**config.mk**
```make
export PLATFORM = sky130hd
export DESIGN_NAME = seq_playback_ctrl
export DESIGN_NICKNAME = d
export VERILOG_FILES = /design/src/rtl/seq_playback_ctrl.sv
export SDC_FILE = /design/constraint.sdc
export NUM_CORES = 1
export LEC_CHECK = 0
export ABC_AREA = 0
export CELL_PAD_IN_SITES_DETAIL_PLACEMENT = 1
export CELL_PAD_IN_SITES_GLOBAL_PLACEMENT = 2
export CORE_UTILIZATION = 35
export CTS_BUF_LIST = sky130_fd_sc_hd__clkbuf_4
export DETAILED_ROUTE_END_ITERATION = 6
export GPL_ROUTABILITY_DRIVEN = 0
export GPL_TIMING_DRIVEN = 0
export PLACE_DENSITY_LB_ADDON = 0.1
export REMOVE_ABC_BUFFERS = 1
export SLEW_MARGIN = 15
export SYNTH_ARGS = -nofsm -noshare
export SYNTH_HDL_FRONTEND = slang
export SYNTH_SLANG_ARGS = --single-unit
```
**constraint.sdc**
```tcl
create_clock -name clk_1KHz -period 3.76 [get_ports clk_1KHz]
set_input_delay 0.564 -clock clk_1KHz [delete_from_list [all_inputs] [get_ports clk_1KHz]]
set_output_delay 0.564 -clock clk_1KHz [all_outputs]
set_load 0.1 [all_outputs]
```
**src/rtl/seq_playback_ctrl.sv**
```systemverilog
// seq_playback_ctrl: plays pattern-ROM address ranges described by tag-list
// entries, stepping through entries on push-button requests.
// Ports: clk_1KHz/reset (sync, active-high); pb_seq_up/pb_seq_dn requests;
//   tag_addr/tag_data tag-list RAM (1-cycle registered read);
//   rom_addr/rom_en playback address; cur_seq, seq_changed, seq_wrap status.
// Option: define SEQ_PB_EDGE_EN to treat the buttons as levels and act on
//   rising edges only; otherwise each high cycle in PLAY is a request.
module seq_playback_ctrl #(
    parameter int START_DELAY = 32,
    parameter int TAG_AW      = 6,
    parameter int ROM_AW      = 10
) (
    input  logic              clk_1KHz,
    input  logic              reset,
    input  logic              pb_seq_up,
    input  logic              pb_seq_dn,
    output logic [TAG_AW-1:0] tag_addr,
    input  logic [27:0]       tag_data,
    output logic [ROM_AW-1:0] rom_addr,
    output logic              rom_en,
    output logic [6:0]        cur_seq,
    output logic              seq_changed,
    output logic              seq_wrap
);

    typedef enum logic [1:0] {S_IDLE, S_FETCH, S_WAIT, S_PLAY} state_t;

    localparam int CW = (START_DELAY > 1) ? $clog2(START_DELAY) : 1;
    localparam logic [CW-1:0] CNT_LAST = CW'(START_DELAY - 1);

    state_t state_q, state_d;

    logic [CW-1:0]     cnt_q, cnt_d;
    logic [TAG_AW-1:0] idx_q, idx_d;
    logic [TAG_AW-1:0] last_idx_q, last_idx_d;
    logic [ROM_AW-1:0] start_q, start_d;
    logic [ROM_AW-1:0] end_q, end_d;
    logic [ROM_AW-1:0] addr_q, addr_d;
    logic [6:0]        seq_q, seq_d;
    logic              last_q, last_d;
    logic              en_q, en_d;
    logic              chg_q, chg_d;
    logic              wrap_q, wrap_d;

    logic              req_up, req_dn, req;

    logic [6:0]        t_seq;
    logic [ROM_AW-1:0] t_start, t_end;
    logic              t_last;

    assign t_seq   = tag_data[27:21];
    assign t_start = tag_data[2*ROM_AW:ROM_AW+1];
    assign t_end   = tag_data[ROM_AW:1];
    assign t_last  = tag_data[0];

`ifdef SEQ_PB_EDGE_EN
    logic up_prev_q, dn_prev_q;

    always_ff @(posedge clk_1KHz) begin
        if (reset) begin
            up_prev_q <= 1'b0;
            dn_prev_q <= 1'b0;
        end else begin
            up_prev_q <= pb_seq_up;
            dn_prev_q <= pb_seq_dn;
        end
    end

    assign req_up = pb_seq_up & ~up_prev_q;
    assign req_dn = pb_seq_dn & ~dn_prev_q;
`else
    assign req_up = pb_seq_up;
    assign req_dn = pb_seq_dn;
`endif

    // Simultaneous up and down cancel out; only PLAY listens.
    assign req = (state_q == S_PLAY) && (req_up ^ req_dn);

    always_ff @(posedge clk_1KHz) begin
        if (reset) state_q <= S_IDLE;
        else       state_q <= state_d;
    end

    always_comb begin
        state_d = state_q;
        unique case (state_q)
            S_IDLE:  if (cnt_q == CNT_LAST) state_d = S_FETCH;
            S_FETCH: state_d = S_WAIT;
            S_WAIT:  state_d = S_PLAY;
            S_PLAY:  if (req) state_d = S_FETCH;
            default: state_d = S_IDLE;
        endcase
    end

    always_comb begin
        cnt_d      = cnt_q;
        idx_d      = idx_q;
        last_idx_d = last_idx_q;
        start_d    = start_q;
        end_d      = end_q;
        addr_d     = addr_q;
        seq_d      = seq_q;
        last_d     = last_q;
        en_d       = en_q;
        chg_d      = 1'b0;
        wrap_d     = 1'b0;
        unique case (state_q)
            S_IDLE: cnt_d = cnt_q + 1'b1;
            S_FETCH: ;
            S_WAIT: begin
                start_d = t_start;
                end_d   = t_end;
                last_d  = t_last;
                seq_d   = t_seq;
                addr_d  = t_start;
                en_d    = 1'b1;
                chg_d   = 1'b1;
                if (t_last) last_idx_d = idx_q;
            end
            S_PLAY: begin
                if (req) begin
                    en_d = 1'b0;
                    if (req_up)
                        idx_d = last_q ? '0 : idx_q + 1'b1;
                    else
                        idx_d = (idx_q == '0) ? last_idx_q : idx_q - 1'b1;
                end else if (end_q < start_q) begin
                    // Inverted range: park on start, never wrap.
                    addr_d = start_q;
                end else if (addr_q == end_q) begin
                    addr_d = start_q;
                    wrap_d = 1'b1;
                end else begin
                    addr_d = addr_q + 1'b1;
                end
            end
            default: ;
        endcase
    end

    always_ff @(posedge clk_1KHz) begin
        if (reset) begin
            cnt_q      <= '0;
            idx_q      <= '0;
            last_idx_q <= '0;
            start_q    <= '0;
            end_q      <= '0;
            addr_q     <= '0;
            seq_q      <= '0;
            last_q     <= 1'b0;
            en_q       <= 1'b0;
            chg_q      <= 1'b0;
            wrap_q     <= 1'b0;
        end else begin
            cnt_q      <= cnt_d;
            idx_q      <= idx_d;
            last_idx_q <= last_idx_d;
            start_q    <= start_d;
            end_q      <= end_d;
            addr_q     <= addr_d;
            seq_q      <= seq_d;
            last_q     <= last_d;
            en_q       <= en_d;
            chg_q      <= chg_d;
            wrap_q     <= wrap_d;
        end
    end

    assign tag_addr    = idx_q;
    assign rom_addr    = addr_q;
    assign rom_en      = en_q;
    assign cur_seq     = seq_q;
    assign seq_changed = chg_q;
    assign seq_wrap    = wrap_q;

endmodule

```
==> results.toml <==
[yosys]
synthCells = 381
synth_cell_types = 43
yosysSeqAreaShare_pct = 36.9
async_reset_ff_share_pct = 0
yosysWarnings = 0
synth-edff-count = 0
syn_area_um2 = 3260
postSynthAreaPerCell_um2 = 8.55
synth_flop_cell = "dfxtp_1"
synth_seq_cells = 60

[placement]
dpl_cell_area_um2 = 3880
portBuffers = 57
dp_hpwl_um = 5910

[setup_path]
worstPathRequired_ns = 4.04
cp_slowest_stage_delay_ns = 0.81
path_buf_inv = 1
path_class = "flip-flop to flip-flop"
start_kind = "flip-flop"
cp_max_fo = 20
critPathCaptureType = "flip-flop"
worstReg2RegStart = "state_q[1]$_SDFFE_PP0P_"
crit_cells = 7
ff2ff_setup_slack_ns = 0.88
slowest_stage = "nor2b_1"
r2r_cells = 7
crit_chain = "ha_2, buf_16, nor2b_1, mux2i_1, nor3_1, a31oi_1, o41ai_2"
cp.arrival_ns = 3.16
rr_endpoint = "rom_addr[1]$_SDFFE_PP0P_"
crit_family = "simple AND/OR/NAND/NOR gates"

[timing]
rsz0062_at_grt = "no"
hold_slack_ns = 0.468
worst_pin_slew_ns = 0.995
skew_ns = 0.0220
hold_viol_final = 0
finalMaxSlewViolations = 0
relSlewSlack_pct = 33.5
setup-violations-final = 0
timing.final.crit_period_ns = 2.88
clock.fmax_ghz = 0.348
period_share_pct = 76.5

[power]
p_clk_share_pct = 28.6
power_frac_comb_pct = 28.5
p_total_mw = 1.68
p_sw_share_pct = 37.4
p_int_mw = 1.05
ir_drop_uv = 185
seq_power_share_pct = 42.9
power.switching_mw = 0.627
leakage_nw = 1.45
power_density_nw_per_um2 = 417

[routing]
wire_per_inst_um = 16.0
drtIter0Drc = 88
remaining_drc_errors = 3
viasPerCell = 5.23
vias = 2806
dr.pass1.iters = 7
wl_um = 8570
antenna_left = 0

[finish]
final_area_um2 = 4020
area_growth_pct = 23.4
drive_above_1_share_pct = 6.06
antenna_cells = 0
final_cell_mix = "60 x dfxtp_1, 57 x nor2_1, 56 x clkdlybuf4s50_1, 34 x mux2i_1, 20 x nor3_1"
nets = 475
utilization_pct = 45.5
mostFrequentLayoutCell = "dfxtp_1"
nFillCells = 1070

[min_path]
hold_class = "flip-flop to flip-flop"
hold_depth = 2
hold_start = "last_idx_q[0]$_SDFFE_PP0P_"
holdPathEnd = "last_idx_q[0]$_SDFFE_PP0P_"

[clock_tree]
clock-root-buffer = "clkbuf_4"
postCtsSetupBuffers = 0
cts_sinks = 60
cts_resized = 0
clk_path_buf_depth = 2
cts_max_level = 3
clkTransAtPathRegs_ns = 0.13
cts_hold_buf = 0
clkLatencyLatePin_ns = 0.43
cts_buffers = 9
cts_tree = "built"

[die]
dieArea_um2 = 9700
rows = 34
fp.dieH_um = 98.5
die_x_um = 98.5
core-area_um2 = 8850
io-pin-count = 58
start_util_pct = 36.8

[global_route]
grt_antenna_before_repair = 0
grt_usage_pct = 19.1
gr-total-overflow = 0
grt_pass1_wl_um = 14500
grt_pass1_vias = 2833
grt_max_degree = 40

[status]
violations = "design-rule violations"
status = "finished with violations"

[run]
maxCapViolCount = 0
[area by class of cell]
class / instances / area, um2 / share of cell area, %
well taps: 108 / 135 / 3.36
flip-flops and latches: 60 / 1200 / 29.9
repair buffers: 59 / 613 / 15.2
clock buffers: 9 / 67.6 / 1.68
inverters: 16 / 60.1 / 1.49
multi-input cells: 278 / 1870 / 46.4
clock inverters: 7 / 77.6 / 1.93
[synth_stat cells (all sizes together) (2+ instances only)]
cell / n / area share [%]
dfxtp: 60 / 37
a21oi: 17 / 2.6
nand3: 17 / 2.6
xor2: 15 / 4.0
mux2: 2 / 0.69
o31ai: 2 / 0.46
and3: 4 / 0.77
xnor2: 7 / 1.9
nor3b: 2 / 0.46
buf: 18 / 3.0
nand2b: 5 / 0.96
clkbuf: 9 / 1.0
nor3: 21 / 3.4
o21ai: 11 / 1.7
a31oi: 4 / 0.77
o311a: 6 / 1.8
and2: 2 / 0.38
nor4: 4 / 0.77
mux2i: 34 / 10
nor2: 58 / 6.8
a22oi: 2 / 0.46
nor2b: 3 / 0.58
nand2: 17 / 2.0
inv: 16 / 1.8
ha: 19 / 7.3
a211oi: 8 / 1.8
nand4: 7 / 1.3
[sequential cells by signal (all words and copies together), names as in the netlist]
name / cells
end_q: 10
tag_addr: 6
seq_wrap: 1
rom_addr: 10
rom_en: 1
start_q: 10
cnt_q: 5
state_q: 2
last_idx_q: 6
cur_seq: 7
seq_changed: 1
last_q: 1
[cells by family (layout without fill, tap and decap cells)]
family,count (synthesis),in the layout,synth area share (%)
flops,60,60,36.9
fa+ha+maj,19,19,7.29
buf+inv,43,91,5.91
xor+xnor,22,22,5.91
mux,36,36,11.1
compound gates,58,58,12.1
simple gates,143,143,20.8
[worst min-delay path: stages (launching register included)]
cell and delay [ns]:
dfxtp_1 0.33, nand2_1 0.05, a21oi_1 0.05
[layer usage]
| layer | track usage [%] | part of all wire (%) | wire length, um | vias to the layer above |
|---|---|---|---|---|
| met1 | 26.0 | 51 | 4410 | 1324 |
| met3 | 3.62 | 2.6 | 227 | 10 |
| met5 | 0 | 0 | 0 | - |
| met2 | 29.6 | 44 | 3800 | 43 |
| met4 | 7.92 | 1.7 | 143 | 0 |
| li1 | - | - | - | 1429 |
[power by group through the flow]
| stage | Clock (mW) | Sequential, mW | Combinational [mW] |
|---|---|---|---|
| 2_1_floorplan | 0 | 0.815 | 0.238 |
| 3_3_place_gp | 0 | 0.732 | 0.467 |
| 3_5_place_dp | 0 | 0.735 | 0.484 |
| 4_1_cts | 0.496 | 0.721 | 0.486 |
| 5_1_grt | 0.531 | 0.728 | 0.524 |
| 6_report | 0.479 | 0.720 | 0.479 |
[worst max path at each step]
stage / from / to
2_1_floorplan: state_q[0]$_SDFFE_PP0P_ / rom_addr[1]$_SDFFE_PP0P_
3_3_place_gp: state_q[0]$_SDFFE_PP0P_ / rom_addr[1]$_SDFFE_PP0P_
3_5_place_dp: state_q[0]$_SDFFE_PP0P_ / rom_addr[1]$_SDFFE_PP0P_
4_1_cts: state_q[1]$_SDFFE_PP0P_ / rom_addr[1]$_SDFFE_PP0P_
5_1_grt: state_q[1]$_SDFFE_PP0P_ / rom_addr[1]$_SDFFE_PP0P_
6_report: state_q[1]$_SDFFE_PP0P_ / rom_addr[1]$_SDFFE_PP0P_
[per-stage QoR]
step / instances / setup TNS (ns) / worst slack (ns)
2_1_floorplan: 354 / 0 / 0.996
3_3_place_gp: 519 / -0.145 / -0.145
3_5_place_dp: 521 / 0 / 0.867
4_1_cts: 537 / 0 / 0.808
5_1_grt: 537 / 0 / 0.721
6_report: 537 / 0 / 0.885
(Power assumes the default switching activity.)
